==> src/rtl/l2_cacheline_adaptor.sv <==
// l2_cacheline_adaptor
// Bridges the L2 controller's full-line pmem handshake onto a beat-oriented
// burst memory bus. A line is split into BEATS little-endian beats on writes
// and reassembled from beats on reads; pmem_resp pulses once per transfer.
module l2_cacheline_adaptor #(
  parameter int LINE_W  = 256,
  parameter int BURST_W = 64,
  parameter int ADDR_W  = 32
) (
  input  logic               clk,
  input  logic               rst,
  input  logic               pmem_read,
  input  logic               pmem_write,
  input  logic [ADDR_W-1:0]  pmem_address,
  input  logic [LINE_W-1:0]  pmem_wdata,
  output logic [LINE_W-1:0]  pmem_rdata,
  output logic               pmem_resp,
  output logic               bmem_read,
  output logic               bmem_write,
  output logic [ADDR_W-1:0]  bmem_address,
  output logic [BURST_W-1:0] bmem_wdata,
  input  logic [BURST_W-1:0] bmem_rdata,
  input  logic               bmem_resp
);

  localparam int BEATS  = LINE_W / BURST_W;
  localparam int BEAT_W = (BEATS > 1) ? $clog2(BEATS) : 1;
  localparam logic [BEAT_W-1:0] LAST_BEAT = BEAT_W'(BEATS - 1);
  // Byte-offset bits inside one line are cleared so the burst is line aligned.
  localparam logic [ADDR_W-1:0] OFFSET_MASK = ADDR_W'(LINE_W / 8 - 1);

  typedef enum logic [1:0] {
    IDLE,
    RD_BURST,
    WR_BURST,
    DONE
  } state_e;

  state_e                        state_q, state_d;
  logic [BEAT_W-1:0]             beat_q, beat_d;
  logic [BEATS-1:0][BURST_W-1:0] lineBuf_q, lineBuf_d;
  logic [LINE_W-1:0]             rdataLine_q, rdataLine_d;
  logic [ADDR_W-1:0]             addr_q, addr_d;

  // State, beat counter and data buffers; reset abandons any burst in flight.
  always_ff @(posedge clk or posedge rst) begin
    if (rst) begin
      state_q     <= IDLE;
      beat_q      <= '0;
      lineBuf_q   <= '0;
      rdataLine_q <= '0;
      addr_q      <= '0;
    end else begin
      state_q     <= state_d;
      beat_q      <= beat_d;
      lineBuf_q   <= lineBuf_d;
      rdataLine_q <= rdataLine_d;
      addr_q      <= addr_d;
    end
  end

  // Next-state logic: accept one request in IDLE, then count beats on bmem_resp.
  always_comb begin
    state_d     = state_q;
    beat_d      = beat_q;
    lineBuf_d   = lineBuf_q;
    rdataLine_d = rdataLine_q;
    addr_d      = addr_q;

    case (state_q)
      IDLE: begin
        // Exactly one of read/write must be asserted; both or neither is ignored.
        if (pmem_read ^ pmem_write) begin
          addr_d = pmem_address & ~OFFSET_MASK;
          if (pmem_read) begin
            state_d = RD_BURST;
          end else begin
            lineBuf_d = pmem_wdata;
            state_d   = WR_BURST;
          end
        end
      end

      RD_BURST: begin
        if (bmem_resp) begin
          lineBuf_d[beat_q] = bmem_rdata;
          if (beat_q == LAST_BEAT) begin
            // The visible read line only changes when a read completes.
            beat_d      = '0;
            rdataLine_d = lineBuf_d;
            state_d     = DONE;
          end else begin
            beat_d = beat_q + BEAT_W'(1);
          end
        end
      end

      WR_BURST: begin
        if (bmem_resp) begin
          if (beat_q == LAST_BEAT) begin
            beat_d  = '0;
            state_d = DONE;
          end else begin
            beat_d = beat_q + BEAT_W'(1);
          end
        end
      end

      DONE: begin
        state_d = IDLE;
      end

      default: begin
        state_d = IDLE;
      end
    endcase
  end

  assign bmem_read    = (state_q == RD_BURST);
  assign bmem_write   = (state_q == WR_BURST);
  assign pmem_resp    = (state_q == DONE);
  assign bmem_address = addr_q;
  assign pmem_rdata   = rdataLine_q;
  assign bmem_wdata   = (state_q == WR_BURST) ? lineBuf_q[beat_q] : '0;

endmodule

==> config.mk <==
export PLATFORM = sky130hd
export DESIGN_NAME = l2_cacheline_adaptor
export DESIGN_NICKNAME = d
export VERILOG_FILES = /design/src/rtl/l2_cacheline_adaptor.sv
export SDC_FILE = /design/constraint.sdc
export NUM_CORES = 2
export LEC_CHECK = 0
export CORE_AREA = 2 2 278 280
export CTS_CLUSTER_SIZE = 12
export DETAILED_ROUTE_END_ITERATION = 10
export DIE_AREA = 0 0 280 282
export PLACE_DENSITY = 0.7
export REMOVE_ABC_BUFFERS = 1
export SETUP_SLACK_MARGIN = 0.1
export SKIP_CTS_REPAIR_TIMING = 1
export SYNTH_ARGS = -nofsm -noshare
export SYNTH_HDL_FRONTEND = slang
export SYNTH_SLANG_ARGS = --single-unit
==> constraint.sdc <==
create_clock -name clk -period 18.1 [get_ports clk]
set_input_delay 2.715 -clock clk [delete_from_list [all_inputs] [get_ports clk]]
set_output_delay 2.715 -clock clk [all_outputs]
set_load 0.01 [all_outputs]
==> results.sh <==
export IMPL_finalCriticalPeriod_ps=6540
export IMPL_fin_tns_setup_ps=0
export IMPL_cp_buffers_inverters=2
export IMPL_drc=0
export IMPL_end_kind="primary output"
export IMPL_cts_max_level=2
export IMPL_cts_tree="done"
export IMPL_synth_async_reset_ratio_pct=100
export IMPL_avgSynthCellArea_sq_um=10.8
export IMPL_first_iter_violations=1949
export IMPL_fin_ws_ps=11560
export IMPL_synthToLayoutAreaGrowth_pct=36.2
export IMPL_start_util_pct=35.4
export IMPL_grt_use_total_pct=24.8
export IMPL_dpl_cell_area_sq_mm=0.0344
export IMPL_cp_data_required_time_ps=15390
export IMPL_seq_area_frac_synth_pct=50.8
export IMPL_pin_count=712
export IMPL_rsz0062_at_grt="no"
export IMPL_nets=3399
export IMPL_grt_pass1_wl_um=150000
export IMPL_path_cells="buf_4, mux4_2, and2_1, clkdlybuf4s50_1"
export IMPL_slowest_delay_ps=950
export IMPL_slew_headroom_pct=21.2
export IMPL_grt_start_max_net_pins=247
export IMPL_final_cells=4065
export IMPL_hold_viol=0
export IMPL_status="completed"
export IMPL_worst_pin_slew_ps=1180
export IMPL_synth_enable_flop_cells=0
export IMPL_place_ws_ps=11720
export IMPL_synth_cell_type_count=36
export IMPL_grt_ovfl_total=0
export IMPL_vias=23400
export IMPL_clockBufferDepth=3
export IMPL_whs_ps=476
export IMPL_clock_latency_ps=620
export IMPL_firstDrtPassIters=5
export IMPL_antenna_found_initial=13
export IMPL_hold_class="register to register"
export IMPL_timing_final_setup_violations=0
export IMPL_final_util_pct=48.2
export IMPL_core_area_sq_mm=0.0757
export IMPL_ir_worst_vdd_mv=0.140
export IMPL_detail_route_antenna_nets=0
export IMPL_viasPerCell=5.76
export IMPL_start_kind="register"
export IMPL_grt_pass1_vias=23300
export IMPL_cp_slowest_cell="dfrtp_4"
export IMPL_power_total_mw=7.12
export IMPL_drive_above_1_share_pct=7.98
export IMPL_routedWlPerCell_um=25.0
export IMPL_cts_made_buffers=61
export IMPL_syn_area_sq_mm=0.0268
export IMPL_yosysWarnings=0
export IMPL_cp_arrival_ps=3820
export IMPL_cts_sinks=543
export IMPL_rrSetupSlack_ps=12890
export IMPL_skew_ps=16.7
export IMPL_cp_top_family="buffers and inverters"
export IMPL_ctsRootBufferMaster="clkbuf_16"
export IMPL_synth_ff_type="dfrtp_1"
export IMPL_drv_cap=0
export IMPL_fp_dieH_um=282
export IMPL_max_freq_mhz=153
export IMPL_gp_congestion=0.869
export IMPL_post_route_cell_area_sq_mm=0.0365
export IMPL_critical_path_class="register to primary output"
export IMPL_rows=101
export IMPL_path_max_fanout=38
export IMPL_wl_um=102000
export IMPL_powerDensity_mw_per_mm2=195
export IMPL_min_period_over_period_pct=36.1
export IMPL_die_area_sq_mm=0.0790
export IMPL_synth_cells=2471
export IMPL_slew_viol_final=0
export IMPL_path_clk_slew_ps=60
export IMPL_io_buffers=701
export IMPL_dp_hpwl_um=63300
export IMPL_p_leak_nw=15.2
export IMPL_dp_cells=3946
export IMPL_ys_ff_latch=543
export IMPL_die_x_um=280
[cells by family after synthesis]
group	Yosys count	synth area share, %
AND/OR/NAND/NOR	482	8.79
adder cells (fa/ha/maj)	11	0.514
flip-flops	543	50.8
buffers and inverters	253	4.30
other	1	0.0140
AO/OA/AOI/OAI	832	19.5
multiplexers	349	16.2
[path summary, 6_finish.rpt]
path	startpoint	end	depth (start not counted)
min in group asynchronous	rst	lineBuf_q[23]$_DFFE_PP0P_	2
max reg2reg	beat_q[0]$_DFFE_PP0P_	lineBuf_q[204]$_DFFE_PP0P_	7
max in group asynchronous	rst	bmem_address[9]$_DFFE_PP0P_	4
min	pmem_rdata[140]$_DFFE_PP0P_	pmem_rdata[140]$_DFFE_PP0P_	2
min reg2reg	pmem_rdata[140]$_DFFE_PP0P_	pmem_rdata[140]$_DFFE_PP0P_	2
max	beat_q[0]$_DFFE_PP0P_	bmem_wdata[5]	4
[layout make-up]
type	count	area, sq um
tap	978	1220
timing repair buffer	738	7330
multi-input combinational	1679	12200
fill	6949	39200
antenna	6	15.0
inverter	8	42.5
clock buffer	95	1850
clock inverter	18	208
sequential	543	13600
[worst register-to-register path, stage by stage (launching register included)]
cell and delay, ps:
dfrtp_4 950, buf_4 870, ha_4 880, buf_4 860
nand2_4 590, buf_4 520, o22ai_1 300, a2bb2oi_1 100
[cell usage after synthesis (2+ instances only)]
| cell type | number | area share, % |
|---|---|---|
| and2_1 | 64 | 1.5 |
| mux2i_1 | 256 | 9.6 |
| a2bb2oi_1 | 63 | 2.1 |
| mux2_2 | 29 | 1.2 |
| buf_2 | 67 | 1.3 |
| nor2_1 | 4 | 0.056 |
| and3_1 | 147 | 3.4 |
| inv_1 | 7 | 0.098 |
| mux4_2 | 64 | 5.4 |
| o2bb2ai_1 | 148 | 4.8 |
| nand2_1 | 261 | 3.7 |
| a31o_1 | 3 | 0.098 |
| o22ai_1 | 154 | 3.6 |
| buf_6 | 9 | 0.38 |
| o21ai_0 | 258 | 4.8 |
| dfrtp_1 | 543 | 51 |
| buf_1 | 21 | 0.29 |
| o2111ai_2 | 2 | 0.11 |
| ha_1 | 11 | 0.51 |
| nor2b_1 | 3 | 0.070 |
| a21oi_1 | 196 | 3.7 |
| clkbuf_1 | 135 | 1.9 |
| buf_4 | 13 | 0.36 |
[cell usage in the layout (no fill, tap or decap), types with 6 or more instances in the layout]
cell type,count
clkbuf_16,63
and2_1,64
clkbuf_1,17
a21oi_1,196
dfrtp_1,541
a2bb2oi_1,63
nand2_1,260
o2bb2ai_1,148
inv_1,6
mux2_2,29
clkdlybuf4s50_1,701
and3_1,147
o21ai_0,257
mux4_2,64
clkinv_2,9
clkbuf_8,15
diode_2,6
o22ai_1,154
mux2i_1,256
buf_4,34
[flip-flops by register name, summed over array words and instances, names as in the netlist]
register and flops:
bmem_address 27, state_q 2, lineBuf_q 256, pmem_rdata 256
beat_q 2
[routing by layer]
metal  global-route usage [%]  up-vias  share of wire, %  routed length [um]
li1                         -    10300                 -                   -
met1                     31.5    11600                39               39900
met2                     40.5     1182                48               48500
met4                     9.86       10               4.0                4030
met3                     6.44      244               9.1                9220
met5                        0        -             0.058                  59
[power breakdown]
group | internal, mW | switching, mW | leakage [nW]
combinational | 1.70 | 1.90 | 7.48
clock | 0.754 | 0.529 | 1.01
sequential | 1.79 | 0.457 | 6.72
total | 4.24 | 2.88 | 15.2
(Power assumes the default switching activity.)
